File: src/rtl/dispatch_pkg.sv
// rtl/dispatch_pkg.sv - shared state encoding, routine base table and defaults for the dispatcher
package dispatch_pkg;

  typedef enum logic [2:0] {
    S_IDLE   = 3'd0,
    S_FETCH  = 3'd1,
    S_DECODE = 3'd2,
    S_ISSUE  = 3'd3,
    S_EXEC   = 3'd4,
    S_STOP   = 3'd5
  } state_t;

  localparam logic [4:0] HALT_OPCODE = 5'd0;
  localparam int DEFAULT_MAX_ROUTINE_CYCLES = 8;

  // Entry 0 is unused because opcode 0 halts before any lookup is issued.
  localparam logic [5:0] ROUTINE_BASE [32] = '{
    6'd0,  6'd4,  6'd8,  6'd12, 6'd14, 6'd16, 6'd18, 6'd21,
    6'd24, 6'd27, 6'd30, 6'd33, 6'd36, 6'd37, 6'd38, 6'd39,
    6'd40, 6'd41, 6'd42, 6'd43, 6'd44, 6'd45, 6'd46, 6'd47,
    6'd48, 6'd49, 6'd50, 6'd51, 6'd52, 6'd54, 6'd55, 6'd56
  };

endpackage

File: src/rtl/routine_rom.sv
// rtl/routine_rom.sv - combinational opcode to microroutine start address lookup
module routine_rom
  import dispatch_pkg::*;
(
  input  logic [4:0] opcode_i,
  output logic [5:0] base_o
);

  assign base_o = ROUTINE_BASE[opcode_i];

endmodule

File: src/rtl/microcode_dispatcher.sv
// rtl/microcode_dispatcher.sv - fetch/decode/issue FSM handing opcodes to a microcode sequencer
module microcode_dispatcher
  import dispatch_pkg::*;
#(
  parameter int MAX_ROUTINE_CYCLES = DEFAULT_MAX_ROUTINE_CYCLES
) (
  input  logic       clk,
  input  logic       rst,
  input  logic       run,
  input  logic [7:0] imem_data,
  input  logic       routine_done,
  output logic [7:0] pc,
  output logic [5:0] IRIn,
  output logic       start,
  output logic [4:0] opcode,
  output logic       halted,
  output logic       fault
);

  localparam int CNT_W = $clog2(MAX_ROUTINE_CYCLES + 1);
  localparam logic [CNT_W-1:0] LAST_CYCLE = CNT_W'(MAX_ROUTINE_CYCLES - 1);

  state_t           state_q;
  logic [7:0]       pc_q;
  logic [5:0]       irin_q;
  logic             start_q;
  logic [4:0]       opcode_q;
  logic             halted_q;
  logic             fault_q;
  logic [CNT_W-1:0] cnt_q;
  logic [5:0]       rom_base;

  routine_rom u_rom (
    .opcode_i (imem_data[4:0]),
    .base_o   (rom_base)
  );

  always_ff @(posedge clk) begin
    if (rst) begin
      state_q  <= S_IDLE;
      pc_q     <= '0;
      irin_q   <= '0;
      start_q  <= 1'b0;
      opcode_q <= '0;
      halted_q <= 1'b0;
      fault_q  <= 1'b0;
      cnt_q    <= '0;
    end else begin
      unique case (state_q)
        S_IDLE: if (run && !halted_q) state_q <= S_FETCH;
        S_FETCH: state_q <= S_DECODE;
        S_DECODE: begin
          opcode_q <= imem_data[4:0];
          if (imem_data[7:5] != 3'd0) begin
            fault_q  <= 1'b1;
            halted_q <= 1'b1;
            state_q  <= S_STOP;
          end else if (imem_data[4:0] == HALT_OPCODE) begin
            halted_q <= 1'b1;
            state_q  <= S_STOP;
          end else begin
            irin_q  <= rom_base;
            start_q <= 1'b1;
            state_q <= S_ISSUE;
          end
        end
        S_ISSUE: begin
          cnt_q   <= '0;
          state_q <= S_EXEC;
        end
        S_EXEC: begin
          // Completion is tested first so a done on the final allowed cycle is not a timeout.
          if (routine_done) begin
            start_q <= 1'b0;
            pc_q    <= pc_q + 8'd1;
            state_q <= run ? S_FETCH : S_IDLE;
          end else if (cnt_q == LAST_CYCLE) begin
            start_q  <= 1'b0;
            fault_q  <= 1'b1;
            halted_q <= 1'b1;
            state_q  <= S_STOP;
          end else begin
            cnt_q <= cnt_q + 1'b1;
          end
        end
        S_STOP: state_q <= S_STOP;
        default: state_q <= S_IDLE;
      endcase
    end
  end

  assign pc     = pc_q;
  assign IRIn   = irin_q;
  assign start  = start_q;
  assign opcode = opcode_q;
  assign halted = halted_q;
  assign fault  = fault_q;

endmodule

File: config.mk
export PLATFORM = sky130hd
export DESIGN_NAME = microcode_dispatcher
export DESIGN_NICKNAME = d
export VERILOG_FILES = /design/src/rtl/dispatch_pkg.sv /design/src/rtl/routine_rom.sv /design/src/rtl/microcode_dispatcher.sv
export SDC_FILE = /design/constraint.sdc
export NUM_CORES = 1
export LEC_CHECK = 0
export ABC_AREA = 1
export CORE_UTILIZATION = 30
export DETAILED_ROUTE_END_ITERATION = 6
export DONT_BUFFER_PORTS = 1
export GPL_ROUTABILITY_DRIVEN = 0
export PLACE_DENSITY_LB_ADDON = 0.2
export SYNTH_ARGS = -nofsm -noshare
export SYNTH_HDL_FRONTEND = slang
export SYNTH_HIERARCHICAL = 1
export SYNTH_SLANG_ARGS = --single-unit
File: constraint.sdc
create_clock -name clk -period 1.4 [get_ports clk]
set_input_delay 0.14 -clock clk [delete_from_list [all_inputs] [get_ports clk]]
set_output_delay 0.14 -clock clk [all_outputs]
set_load 0.03 [all_outputs]
# [Word level (Yosys, flattened, before mapping)]
# Memory sizes are Yosys's and may differ from the RTL's. A register that Yosys moved wholly into a read port is not among the register bits.
# Cells that the tools add are included.
[totals] romBits=192 in_bits=12 mem_count=1 wordCells=64 register_bits=23
[mem_list] name="(name not given)" words=32 width=6 rd=1 rd_ports_with_merged_regs=1 write_ports=0 line_no="routine_rom.sv:9" rtl="assign base_o = ROUTINE_BASE[opcode_i];"
[classes] mux=22 bitwise_logic=3 n_addsub=2 n_eq_ne=15 n_reduce_logical=14
[op_table] cell="case mux 3 bit (6 select lines)" count=1
[op_table] cell="two-way mux 3 bit" count=5
[op_table] cell="inequality test 2 bit (second input constant)" count=7
[op_table] cell="AND reduction 4 bit" count=3
[op_table] cell="two-way mux 1 bit" count=10
[op_table] cell="adder 8 x 1 -> 8 bit (second input constant)" count=1
[op_table] cell="two-way mux 4 bit" count=2
[op_table] cell="case mux 4 bit (2 select lines)" count=1
[op_table] cell="equality test 3 x 2 -> 1 bit (second input constant)" count=2
[op_table] cell="equality test 3 bit (second input constant)" count=2
[op_table] cell="inequality test 3 bit (second input constant)" count=2
[op_table] cell="inverter 5 -> 6 bit" count=1
[op_table] cell="case mux 1 bit (2 select lines)" count=3
[op_table] cell="AND reduction 3 bit" count=2
[op_table] cell="zero test 5 bit" count=1
[op_table] cell="adder 4 x 1 -> 4 bit (second input constant)" count=1
[op_table] cell="equality test 4 x 3 -> 1 bit (second input constant)" count=1
[op_table] cell="AND reduction 2 bit" count=2
[op_table] cell="nonzero test 2 bit" count=2
[op_table] cell="equality test 3 x 1 -> 1 bit (second input constant)" count=1
[op_table] cell="zero test 3 bit" count=1
[op_table] cell="nonzero test 3 bit" count=1
[op_table] cell="inverter 1 bit" count=2
[op_table] cell="logical AND 1 bit" count=1
[op_table] cell="zero test 1 bit" count=1

# [Depth between registers and ports, before layout]
# Gate-level depths: netlist of run 1.
[logic_depth] word_depth=4 depth_mapped=10 ltp_nobuf=10

# [Modules after synthesis]
# The synthesis of run 1 kept the hierarchy.
[modules_own_cells] module="microcode_dispatcher" n_inst=1 cells_per_inst=189 area_each_um2=1361.3 seq_area_each_um2=580.6
[modules_own_cells] module="routine_rom" n_inst=1 cells_per_inst=49 area_each_um2=257.7 seq_area_each_um2=0.0

# [Worst setup path before layout of run 1]
# OpenSTA, ideal clock, no wires.
[synth_path] kind="register to register" from="register pc_q[0] (netlist: pc[0])" to="register pc_q[4] (netlist: pc[4])" stages_incl_launch_ff=7 t_required_ps=1330 setup_slack_ps=71 setup_time_ps=70 t_arrival_ps=1259 period_less_slack_ps=1329 path_cell_list="dfxtp_1 > ha_1 > inv_1 > nor2_1 > xor2_1 > nand2_1 > a21oi_1"
[synth_via] elab_chain_cells=1
[synth_lines] item="from (decl)" line_no="microcode_dispatcher.sv:24" rtl="logic [7:0] pc_q;"
[synth_lines] item="from (signal assigned)" line_no="microcode_dispatcher.sv:75" rtl="pc_q <= pc_q + 8'd1;"
[synth_lines] item="adder 8 x 1 -> 8 bit" line_no="microcode_dispatcher.sv:75"
# No other way between the ends.
# A chain may end at the register's enable or synchronous reset.

# [Final worst setup path of run 1]
[layout_path] from="register state_q[0]" to="register pc_q[2] (netlist: pc[2])"
[layout_via] elab_chain_cells=2
[layout_lines] item="from (decl)" line_no="microcode_dispatcher.sv:23" rtl="state_t state_q;"
[layout_lines] item="from (signal assigned)" line_no="microcode_dispatcher.sv:76" rtl="state_q <= run ? S_FETCH : S_IDLE;"
[layout_lines] item="equality test 3 bit" line_no="microcode_dispatcher.sv:49" rtl="unique case (state_q)"
[layout_lines] item="AND reduction 2 bit (no line)"
# No other way between the ends.

==> reports/metrics.cfg, run 1 <==
[finish]
final_cell_area_mm2 = 0.00195
seq_area_um2 = 583
n_fill_cell = 581
n_antenna_cell = 0
multi_input_area_um2 = 895
final_common_cell = sky130_fd_sc_hd__nand2_1
postLayoutCoreUtil_pct = 37.9
syn_to_final_growth_pct = 20.4
layout.cells.most_common_list = sky130_fd_sc_hd__nand2_1, sky130_fd_sc_hd__nor2_1, sky130_fd_sc_hd__dfxtp_1
final_layout_size_suffix_gt1_share_pct = 16.1
fin_nets = 277

[setup_path]
critPathMaxStageDelay_ns = 0.38
worst_setup_path_startpoint = state_q[0]
bufs_and_invs_on_worst_path = 1
capturing_element_type_of_the_critical_path = flop
timing.critical_path.required_ns = 1.57
timing.critical_path.slowest_stage_cell = sky130_fd_sc_hd__dfxtp_1
slack_of_the_worst_reg_to_reg_path_ns = 0.1
type_of_element_launching_the_critical_path = flop
r2r.worst_path.cells = 5
criticalPathCategory = flop to flop
critical_path_depth = 5
crit-reg2reg-capture = pc[2]
cp_max_fo = 9
worstPathArrival_ns = 1.47
path_cells = nor2_2 > nand3_4 > inv_1 > nand3_1 > and3_1
path_delay_family = simple AND/OR/NAND/NOR gates
timing.rr.start = state_q[0]

[global_route]
globalRoute.totalOverflow = 0
grt_pass1_wl_um = 5930
maximum_number_of_pins_on_one_net_before_global_route_repair = 18
antenna_found_initial = 0
first_global_vias = 1362
global_route.usage.total_pct = 14.0

[routing]
iter_0_drt_violations = 79
wl_um = 3620
via_count = 1484
drtPass1Iterations = 4
post_drt_wl_per_cell_um = 10.9
drc = 0
ant_nets = 0
avgViaCountPerCell = 4.48

[clock_tree]
clk_pin_slew_worst_paths_ns = 0.06
cts_buffers = 5
cts_root_buf = sky130_fd_sc_hd__clkbuf_8
cts_max_level = 2
clockBufferDepth = 2
cts.sink_count = 29
cts_tree = built
clk_lat_worst_skew_ns = 0.28

[timing]
final-setup-viol-count = 0
slew_headroom_pct = 68.2
final_max_slew_viols = 0
worst_slack_setup_final_ns = 0.0963
max_clock_freq_mhz = 767
tightest_slew_ns = 0.475
post-route-period-util_pct = 93.1
finClkSkew_ns = 0.00435
worst_case_hold_slack_ns = 0.00907
grt_setup_unrepaired = yes
period_needed_ns = 1.30
finalHoldViolCount = 0

[place]
dpl.hpwl_um = 2650
placed_cell_area_mm2 = 0.00180
buffer_ports.inserted = 0
detailedPlace.worstSlack_ns = 0.110

[power_and_ir_drop]
design_power_total_mw = 2.64
worst_ir_drop_vdd_uv = 578
total_leakage_power_nw = 0.875
power_density_mw_per_mm2 = 1360

[synth]
dominant_combinational_cell_family_by_area_after_synthesis = simple AND/OR/NAND/NOR gates
synth_xor_xnor_area_share_pct = 1.08
ys.flop_type = sky130_fd_sc_hd__dfxtp_1
synthCells = 238
synth-simple-area-share_pct = 37.9
muxShareOfSynthArea_pct = 0
net_count_after_synthesis = 255
post_synthesis_cell_area_mm2 = 0.00162
number_of_warnings_reported_in_the_yosys_synthesis_log = 6
synth.lib_cells_used.distinct = 31
fraction_of_registers_with_async_set_reset_pct = 0
synth-edff-count = 0
synth.avg_cell_area_um2 = 6.80
synth-compound-area-share_pct = 12.4
synth.ff_latch_count = 29
synth_adder_area_share_pct = 3.86
synth_sequential_area_ratio_pct = 35.9

[floorplanning]
core_mm2 = 0.00514
full_die_area_mm2 = 0.00569
die-height_um = 75.5
ioPinCount = 34
chipWidth_um = 75.5
initial_core_util_pct = 31.5
num_rows = 26

[hold_path]
worstHoldPathCells = 2
min-delay-start = imem_data[2]
hold_path_end = opcode[2]
min-delay-path-class = input pin to flop

[status]
outcome = completed

[run]
drv.max_cap_violation_count = 0

[power by group]
group | total (mW) | internal [mW] | switching, mW
combinational | 0.645 | 0.241 | 0.404
clock | 0.886 | 0.579 | 0.307
sequential | 1.11 | 0.927 | 0.187
total | 2.64 | 1.75 | 0.897
[Yosys cell counts, types with 2 or more instances]
library cell / count / area [um2]
sky130_fd_sc_hd__nand2_1: 55 / 206
sky130_fd_sc_hd__nor2_1: 40 / 150
sky130_fd_sc_hd__dfxtp_1: 29 / 581
sky130_fd_sc_hd__inv_1: 23 / 86.3
sky130_fd_sc_hd__nand3_1: 21 / 105
sky130_fd_sc_hd__a21oi_1: 15 / 75.1
sky130_fd_sc_hd__o21ai_0: 14 / 70.1
sky130_fd_sc_hd__ha_1: 5 / 62.6
sky130_fd_sc_hd__o21ai_1: 5 / 25.0
sky130_fd_sc_hd__inv_2: 4 / 15.0
sky130_fd_sc_hd__nand4_1: 3 / 18.8
sky130_fd_sc_hd__nor2_4: 3 / 33.8
sky130_fd_sc_hd__nand2_2: 2 / 12.5
sky130_fd_sc_hd__nand3_4: 2 / 35.0
[what timing repair did]
item | in CTS | in global routing
setup buffers | 0 | 1
hold buffers | 2 | 0
endpoints found under the hold margin | 12 | 0
gates resized for setup | 0 | 2
endpoints found under the setup margin | 0 | 4
[layout make-up]
class	instances	area share (%)
well taps	70	4.49
repair buffers	18	7.19
inverters	29	6.55
multi-input cells	177	45.9
flip-flops and latches	29	29.9
clock inverters	1	1.54
clock buffers	7	4.43
[worst register-to-register path, cell delays in order (launching register included)]
cell,delay [ns]
sky130_fd_sc_hd__dfxtp_1,0.38
sky130_fd_sc_hd__nor2_2,0.21
sky130_fd_sc_hd__nand3_4,0.16
sky130_fd_sc_hd__inv_1,0.20
sky130_fd_sc_hd__nand3_1,0.08
sky130_fd_sc_hd__and3_1,0.16
[routing by layer]
metal	GRT usage, %	wire length (um)	up-vias
met5	0	0	-
met4	4.94	37	0
li1	-	-	812
met2	22.1	1560	27
met3	7.01	262	4
met1	16.5	1760	641
[logic make-up (layout without fill, tap and decap cells)]
logic type,after synthesis,in the layout
simple gates,132,132
compound gates,38,38
buf+inv,32,55
flops,29,29
fa+ha+maj,5,5
xor+xnor,2,2
[registers in the layout, indices dropped and copies added, names as in the netlist]
| signal | flops |
|---|---|
| start | 1 |
| halted | 1 |
| IRIn | 6 |
| pc | 8 |
| opcode | 5 |
| state_q | 3 |
| cnt_q | 4 |
| fault | 1 |
[how the worst max path moves through the flow]
stage | endpoint
floorplan | pc[4]
global placement | IRIn[1]
detailed placement | IRIn[2]
CTS | pc[2]
global route | pc[7]
finish | pc[2]
[through the flow]
step	std cells	TNS [ns]
finish	331	0
CTS	330	0
floorplan	238	0
detailed placement	320	0
global route	331	-0.0279
global placement	320	0
No activity file was read; power rests on OpenSTA's default activity.
==> inputs of run 2 (changes only) <==
--- a/config.mk
+++ b/config.mk
@@ -6,7 +6,7 @@
 export NUM_CORES = 1
 export LEC_CHECK = 0
 export ABC_AREA = 1
-export CORE_UTILIZATION = 30
+export CORE_UTILIZATION = 62
 export DETAILED_ROUTE_END_ITERATION = 6
 export DONT_BUFFER_PORTS = 1
 export GPL_ROUTABILITY_DRIVEN = 0
==> reports/metrics.cfg, run 2 (synthesis results as in run 1) <==
[status]
outcome = completed

[finish]
final_common_cell = sky130_fd_sc_hd__nand2_1
multi_input_area_um2 = 895  ; unchanged
layout.cells.most_common_list = sky130_fd_sc_hd__nand2_1, sky130_fd_sc_hd__nor2_1, sky130_fd_sc_hd__dfxtp_1
seq_area_um2 = 581  ; -0.43%
syn_to_final_growth_pct = 13.5
fin_nets = 276  ; -0.36%
final_layout_size_suffix_gt1_share_pct = 13.5  ; -2.6 points
largest_reg_flops = 8  ; unchanged
postLayoutCoreUtil_pct = 74.2  ; +36 points
n_fill_cell = 219  ; -62%
n_antenna_cell = 0  ; unchanged

[power_and_ir_drop]
power_density_mw_per_mm2 = 1230  ; -9.0%
worst_ir_drop_vdd_uv = 937  ; +62%
pwr-share-seq_pct = 49.9  ; +7.8 points
power.clock.fraction_pct = 22.5  ; -11 points
design_power_total_mw = 2.27  ; -14%
switching_power_uw = 880  ; -1.9%
p_comb_share_pct = 27.6  ; +3.2 points
power.switching_fraction_pct = 38.8  ; +4.9 points
total_leakage_power_nw = 0.834  ; -4.7%
cell_internal_pwr_mw = 1.39  ; -21%

[clock_tree]
cts_buffers = 5  ; unchanged
clockBufferDepth = 2  ; unchanged
cts.sink_count = 29  ; unchanged
clk_lat_worst_skew_ns = 0.33  ; +0.05 ns
cts_tree = built
cts_max_level = 2  ; unchanged
clk_pin_slew_worst_paths_ns = 0.08  ; +0.02 ns
cts_root_buf = sky130_fd_sc_hd__clkbuf_4

[global_route]
first_global_vias = 1357  ; -0.37%
antenna_found_initial = 0  ; unchanged
maximum_number_of_pins_on_one_net_before_global_route_repair = 18  ; unchanged
global_route.usage.total_pct = 27.5  ; +13 points
globalRoute.totalOverflow = 0  ; unchanged
grt_pass1_wl_um = 5550  ; -6.5%

[timing]
grt_setup_unrepaired = no
setup_total_negative_slack_ns = 0  ; unchanged
post-route-period-util_pct = 93.3  ; +0.22 points
tightest_slew_ns = 0.510  ; +0.0351 ns
slew_headroom_pct = 65.9  ; -2.4 points
max_clock_freq_mhz = 765  ; -0.23%
period_needed_ns = 1.31  ; +0.00306 ns
final-setup-viol-count = 0  ; unchanged
final_max_slew_viols = 0  ; unchanged
finalHoldViolCount = 0  ; unchanged
finClkSkew_ns = 0.00237  ; -0.00197 ns

[setup_path]
type_of_element_launching_the_critical_path = flop
timing.critical_path.mode_cell = sky130_fd_sc_hd__nand2_1
timing.critical_path.slowest_stage_cell = sky130_fd_sc_hd__dfxtp_1
criticalPathCategory = flop to flop
critPathMaxStageDelay_ns = 0.39  ; about the same
cp_max_fo = 9  ; unchanged
worstPathArrival_ns = 1.58  ; +0.11 ns
timing.critical_path.required_ns = 1.67  ; +0.10 ns
path_cells = nor2_2 > nand3_4 > nor2_4 > nand3_2 > nand2_1 > nand2_1 > nor2_1
capturing_element_type_of_the_critical_path = flop

[routing]
avgViaCountPerCell = 5.32  ; +19%
iter_0_drt_violations = 37  ; -53%
drc = 0  ; unchanged
wl_um = 3410  ; -5.8%
ant_nets = 0  ; unchanged
via_count = 1538  ; +3.6%
drtPass1Iterations = 4  ; unchanged
post_drt_wl_per_cell_um = 11.8  ; +7.9%

[place]
dpl.hpwl_um = 2400  ; -9.5%
buffer_ports.inserted = 0  ; unchanged

[floorplanning]
initial_core_util_pct = 65.4  ; +34 points
die-height_um = 53.1  ; -30%
ioPinCount = 34  ; unchanged
full_die_area_mm2 = 0.00282  ; -50%
core_mm2 = 0.00248  ; -52%
chipWidth_um = 53.1  ; -30%
num_rows = 18  ; -31%

[run]
drv.max_cap_violation_count = 0  ; unchanged

[hold_path]
min-delay-path-class = input pin to flop

==> run 2: changes by cell type in the layout (fill, tap and decap cells not counted), moves of 2 or more <==
cell and delta:
sky130_fd_sc_hd__dlygate4sd3_1 +4, sky130_fd_sc_hd__clkbuf_4 +5, sky130_fd_sc_hd__dfxtp_1 +2, sky130_fd_sc_hd__clkbuf_8 -5, sky130_fd_sc_hd__buf_4 -5, sky130_fd_sc_hd__dfxtp_2 -2
==> run 2: power groups by stage <==
stage	combinational [mW]	sequential [mW]	clock [mW]
global route	0.698	1.15	0.554
CTS	0.616	1.13	0.526
floorplan	0.453	1.16	0
detailed placement	0.594	1.15	0
finish	0.626	1.13	0.511
global placement	0.584	1.14	0
==> run 2: cell type report <==
| cell class | instances | share of cell area [%] |
|---|---|---|
| inverter | 29 | 6.94 |
| tap | 30 | 2.04 |
| clock buffer | 7 | 3.00 |
| multi-input combinational | 177 | 48.7 |
| timing repair buffer | 17 | 7.76 |
| sequential | 29 | 31.6 |
==> run 2: worst paths after layout <==
| check | from | to | slack [ns] | depth (start not counted) |
|---|---|---|---|---|
| setup reg to reg | state_q[0] | pc[7] | 0.09 | 7 |
| hold reg to reg | pc[5] | pc[5] | 0.49 | 2 |
| hold / removal | run | state_q[0] | 0.08 | 4 |
| setup / recovery | state_q[0] | pc[7] | 0.09 | 7 |
==> run 2: repair_timing <==
| action | CTS | global route |
|---|---|---|
| hold buffers | 6 | 0 |
| hold endpoints to repair | 17 | 0 |
| resized for setup | 0 | 1 |
| buffers inserted | 0 | 0 |
| endpoints found under the setup margin | 0 | 2 |
==> run 2: metal layers <==
layer | wire [um] | global-route usage (%)
met3 | 190 | 6.61
met4 | 33 | 13.2
met5 | 0 | 0
met2 | 1580 | 46.0
met1 | 1600 | 32.6
==> run 2: critical path: cells and delay by family (launching register included) <==
family | cells | cell delay, ns
flip-flops | 1 | 0.39
AND/OR/NAND/NOR | 7 | 0.87
==> run 2: through the flow <==
stage	setup WS (ns)	area (um2)	hold WS [ns]	std cells
after floorplan	0.0711	1620	0.209	238
after global placement	0.162	1720	0.207	276
after detailed placement	0.135	1720	0.206	276
after CTS	0.115	1840	0.0682	289
after global routing	0.000710	1840	0.108	289
final	0.0932	1840	0.0790	289
